`src/rtl/mem_pkg.sv`:
```
// Shared types and sizes for the two-client line-memory arbiter.
package mem_pkg;

   localparam int ADDR_W          = 20;
   localparam int LINE_W          = 128;
   localparam int MEM_BUSY_CYCLES = 5;

   typedef enum logic [1:0] {
      IDLE  = 2'd0,
      ISSUE = 2'd1,
      WAIT  = 2'd2,
      DONE  = 2'd3
   } state_t;

   typedef enum logic {
      OWN_IC = 1'b0,
      OWN_DC = 1'b1
   } owner_t;

endpackage

```
`src/rtl/rr_arb2.sv`:
```
// Two-way alternating-priority select: on a tie the client that did not win last time goes.
module rr_arb2
   import mem_pkg::*;
(
   input  logic [1:0] req,          // [0] = IC, [1] = DC
   input  owner_t     last_grant,
   output logic       grant_valid,
   output owner_t     grant_owner
);

   always_comb begin
      grant_valid = req[0] | req[1];
      grant_owner = OWN_IC;
      if (req[0] && req[1])
         grant_owner = (last_grant == OWN_IC) ? OWN_DC : OWN_IC;
      else if (req[1])
         grant_owner = OWN_DC;
   end

endmodule

```
`src/rtl/mem_arbiter.sv`:
```
// Arbitrates IC line fills and DC reads/writes onto the line memory, one transaction at a time,
// and returns each result to its owner with a one-cycle valid pulse.
module mem_arbiter
   import mem_pkg::*;
(
   input  logic              clk,
   input  logic              reset,
   input  logic              ic_req,
   input  logic [ADDR_W-1:0] ic_addr,
   input  logic              ic_abort,
   output logic              ic_valid,
   output logic [LINE_W-1:0] ic_rd_data,
   input  logic              dc_req,
   input  logic              dc_we,
   input  logic [ADDR_W-1:0] dc_addr,
   input  logic [LINE_W-1:0] dc_wr_data,
   output logic              dc_valid,
   output logic [LINE_W-1:0] dc_rd_data,
   input  logic              loading,
   output logic              mem_requested,
   output logic              mem_we,
   output logic [ADDR_W-1:0] mem_addr,
   output logic [LINE_W-1:0] mem_wr_data,
   output logic              mem_reset_req,
   input  logic              mem_ready,
   input  logic [LINE_W-1:0] mem_rd_data,
   output logic              busy
);

   state_t state_reg;
   owner_t owner_reg;
   owner_t last_grant_reg;
   logic   we_reg;
   logic   grant_valid;
   owner_t grant_owner;
   logic   abort_now;

   // A client is not eligible in the cycle its own valid is high, so a held req is not re-granted.
   rr_arb2 u_arb (
      .req         ({dc_req & ~dc_valid, ic_req & ~ic_valid & ~ic_abort}),
      .last_grant  (last_grant_reg),
      .grant_valid (grant_valid),
      .grant_owner (grant_owner)
   );

   assign abort_now = ic_abort && (owner_reg == OWN_IC) &&
                      ((state_reg == ISSUE) || (state_reg == WAIT));

   // Requested stays high through the busy window and drops the cycle memory reports ready.
   assign mem_requested = !abort_now &&
                          ((state_reg == ISSUE) || ((state_reg == WAIT) && !mem_ready));
   assign mem_we        = we_reg && mem_requested;
   assign mem_reset_req = abort_now;
   assign busy          = (state_reg != IDLE);

   always_ff @(posedge clk) begin
      if (reset) begin
         state_reg      <= IDLE;
         owner_reg      <= OWN_IC;
         last_grant_reg <= OWN_IC;
         we_reg         <= 1'b0;
         mem_addr       <= '0;
         mem_wr_data    <= '0;
         ic_valid       <= 1'b0;
         dc_valid       <= 1'b0;
         ic_rd_data     <= '0;
         dc_rd_data     <= '0;
      end else begin
         ic_valid <= 1'b0;
         dc_valid <= 1'b0;
         case (state_reg)
            IDLE: begin
               if (!loading && grant_valid) begin
                  owner_reg      <= grant_owner;
                  last_grant_reg <= grant_owner;
                  state_reg      <= ISSUE;
                  if (grant_owner == OWN_DC) begin
                     mem_addr <= dc_addr;
                     we_reg   <= dc_we;
                     if (dc_we)
                        mem_wr_data <= dc_wr_data;
                  end else begin
                     mem_addr <= ic_addr;
                     we_reg   <= 1'b0;
                  end
               end
            end
            ISSUE: state_reg <= abort_now ? IDLE : WAIT;
            WAIT: begin
               if (abort_now)
                  state_reg <= IDLE;
               else if (mem_ready)
                  state_reg <= DONE;
            end
            DONE: begin
               state_reg <= IDLE;
               if (owner_reg == OWN_DC) begin
                  dc_valid <= 1'b1;
                  if (!we_reg)
                     dc_rd_data <= mem_rd_data;
               end else if (!ic_abort) begin
                  ic_valid   <= 1'b1;
                  ic_rd_data <= mem_rd_data;
               end
            end
            default: state_reg <= IDLE;
         endcase
      end
   end

endmodule
```
`config.mk`:
```
export PLATFORM = sky130hd
export DESIGN_NAME = mem_arbiter
export DESIGN_NICKNAME = d
export VERILOG_FILES = /design/src/rtl/mem_pkg.sv /design/src/rtl/rr_arb2.sv /design/src/rtl/mem_arbiter.sv
export SDC_FILE = /design/constraint.sdc
export NUM_CORES = 1
export LEC_CHECK = 0
export ABC_AREA = 1
export BUFFER_PORTS_ARGS = -buffer_cell sky130_fd_sc_hd__buf_4
export CAP_MARGIN = 5
export CORE_AREA = 2 2 279 281
export DETAILED_ROUTE_END_ITERATION = 6
export DIE_AREA = 0 0 281 283
export PLACE_DENSITY = 0.42
export REMOVE_ABC_BUFFERS = 1
export SLEW_MARGIN = 40
export SYNTH_ARGS = -nofsm -noshare
export SYNTH_HDL_FRONTEND = slang
export SYNTH_HIERARCHICAL = 1
export SYNTH_SLANG_ARGS = --single-unit
```
`constraint.sdc`:
```
create_clock -name clk -period 2.2 [get_ports clk]
set_input_delay 0.22 -clock clk [delete_from_list [all_inputs] [get_ports clk]]
set_output_delay 0.22 -clock clk [all_outputs]
set_load 0.05 [all_outputs]
```
==> results.ini <==
[clocking]
cts-root-buf = clkbuf_16
numCtsBuffers = 50
cts.clk_slew.worst_paths_ns = 0.05
htree_num_levels = 2
cts.sink_count = 410
cts_max_path_buffers = 3
cts_tree = done
clock_latency_ns = 0.58

[cells_and_area]
fill_cells = 8074
final_cell_count_no_fill = 3902
drive_gt1_share_pct = 30.4
finalInstanceArea_um2 = 25800
reg_top3 = dc_rd_data (128), ic_rd_data (128), mem_wr_data (128)
layout-area-overhead-vs-synth_pct = 78.2
fin_nets = 3129

[critical_path]
critical_path.max_fanout = 4
crit_chain = inv_1 > ha_4 > nand3_2 > nand3_2 > and2_4 > nor2_2 > buf_6
setup.worst_path.end_class = primary output
cp-start-kind = flop
startpoint = state_reg[1]
cp.arrival_ns = 1.85
r2r-end = mem_addr[12]
worstSetupPathType = flop to primary output
endpoint = mem_we
reg2reg_depth = 10
cp_slowest_cell = dfxtp_2
worstPathRequired_ns = 1.98
critical_path.most_common_cell = nand3_2
rrSetupSlack_ns = 0.14
worst_path_largest_cell_delay_ns = 0.33
timing.rr.start = ic_valid

[timing]
final.period_utilization_pct = 93.9
fmax_mhz = 484
finClkSkew_ns = 0.0160
fin_setup_tns_ns = 0
min_period_ns = 2.07
hold_viol = 0
slew_headroom_pct = 72.4
slew_violations = 0
tightest_slew_ns = 0.415
setup_violations = 0

[run]
maxCapViolCount = 0

[global_routing]
antenna_found_initial = 4
grt_pass1_vias = 16300
grt_overflow = 0
grt_pass1_wl_um = 95800
grt_use_total_pct = 15.3
grt_max_degree = 87

[yosys]
ys_types = 21
synth_area_um2 = 14500
synthCells = 1833
yosys.area.top_type = dfxtp_1
yosysSeqAreaShare_pct = 56.7
ys_warn_count = 6
synth_top_area_share_pct = 56.7
synth_seq_cells = 410
synth_area_leaders = dfxtp_1 (57%), nor2_1 (20%), o21ai_0 (11%)
synth_area_per_cell_um2 = 7.89

[worst_hold_path]
holdCritStartpoint = mem_ready
hold_path_depth = 5
hp-class = primary input to flop

[power_and_ir_drop]
leakagePower_nw = 12.1
power_switching_mw = 5.44
p_per_area_nw_per_um2 = 745
power_frac_comb_pct = 17.4
switching_share_pct = 28.3
vdd_drop_max_mv = 0.641
power_frac_seq_pct = 40.8
p_int_mw = 13.8
p_clk_share_pct = 41.8

[die]
io_pins = 714
fp.dieW_um = 281
row_count = 102
dieArea_um2 = 79500
die-height_um = 283
core_um2 = 76700
start_util_pct = 18.9

[place]
place_inst = 3503
routabilityCongestion = 0.810
dp_hpwl_um = 45100
io_buffers = 713
placed_area_um2 = 21100

[route]
drt_wl_total_um = 63500
firstDrtPassIters = 6
route.detailed.wl_per_inst_um = 16.3
drc = 0
drt-initial-drc-count = 556
antenna_left = 0
vias_per_cell = 4.08
vias = 15900

[status]
outcome = finished, final reports clean

## synth_stat cells (all sizes together)
| cell type | instances |
|---|---|
| nor2 | 776 |
| o21ai | 385 |
| dfxtp | 410 |
| ha | 4 |
| a21oi | 5 |
| buf | 79 |
| or2 | 1 |
| nand2 | 54 |
| clkbuf | 57 |
| o211a | 20 |
| nand3 | 23 |
| and2 | 1 |
| inv | 17 |
| nor3b | 1 |
## through the flow
stage / hold slack, ns / setup slack (ns) / util, % / power, mW
after floorplan: 0.289 / -4.72 / - / 9.51
after global placement: 0.440 / 0.274 / 27.5 / 10.8
after detailed placement: 0.449 / 0.210 / 27.5 / 10.8
after CTS: 0.0144 / 0.00860 / 33.5 / 19.5
after global routing: 0.0670 / -0.00653 / 33.6 / 20.1
final: 0.0416 / 0.134 / 33.6 / 19.2
## what timing repair did
item,CTS,global route
setup buffers,3,3
setup endpoints to repair,2,4
gates cloned,0,1
hold buffers,299,0
hold endpoints to repair,407,0
gates resized for setup,7,5
pin swaps,3,1
## worst max-delay path: cells and delay by family (launching register included)
kind,cells,cell delay (ns)
AND/OR/NAND/NOR,4,0.45
adder cells (fa/ha/maj),1,0.24
flip-flops,1,0.33
buffers and inverters,2,0.24
## power groups by stage
| stage | Clock [mW] | Sequential [mW] | Combinational, mW |
|---|---|---|---|
| after floorplan | 0 | 8.84 | 0.662 |
| after global placement | 0 | 7.99 | 2.80 |
| after detailed placement | 0 | 8.00 | 2.81 |
| after CTS | 8.32 | 7.84 | 3.31 |
| after global routing | 8.64 | 7.87 | 3.56 |
| final | 8.02 | 7.84 | 3.34 |
## worst min-delay path by stage
stage,end
after floorplan,last_grant_reg
after global placement,mem_wr_data[126]
after detailed placement,mem_wr_data[26]
after CTS,state_reg[1]
after global routing,state_reg[1]
final,state_reg[1]
## layer usage
metal	GRT usage, %	wire length, um	vias to the layer above
met5	0	27	-
met4	5.28	2040	4
met3	5.38	5740	122
met1	17.0	25000	7332
li1	-	-	7882
met2	26.9	30700	585
## placed cells by master (no fill, tap or decap), types with 4 or more instances in the layout
cell type	n
clkbuf_1	12
dlygate4sd3_1	299
inv_6	4
nand3_1	21
clkbuf_8	14
nor2_1	773
clkbuf_16	51
buf_12	21
a21oi_1	4
clkinv_2	7
nand2_1	53
inv_1	11
o211a_1	20
buf_4	749
o21ai_1	70
o21ai_0	315
dfxtp_1	408
## cell type report
class	instances	area (um2)	area share, %
multi-input combinational	1270	5510	21.4
timing repair buffer	1072	9080	35.2
clock buffer	76	1490	5.77
sequential	410	8210	31.8
clock inverter	14	101	0.393
tap	1040	1300	5.05
inverter	17	78.8	0.306
antenna	3	7.51	0.0291
## logic make-up (layout without fill, tap and decap cells)
kind of cell / after synthesis / in the layout / synth area share [%]
DFF: 410 / 410 / 56.7
AOI/OAI and AO/OA: 410 / 410 / 14.9
and+or+nand+nor: 856 / 856 / 22.5
buffers and inverters: 153 / 1179 / 5.53
adders and majority gates: 4 / 4 / 0.346
other: 0 / 3 / 0
(Power assumes the default switching activity.)
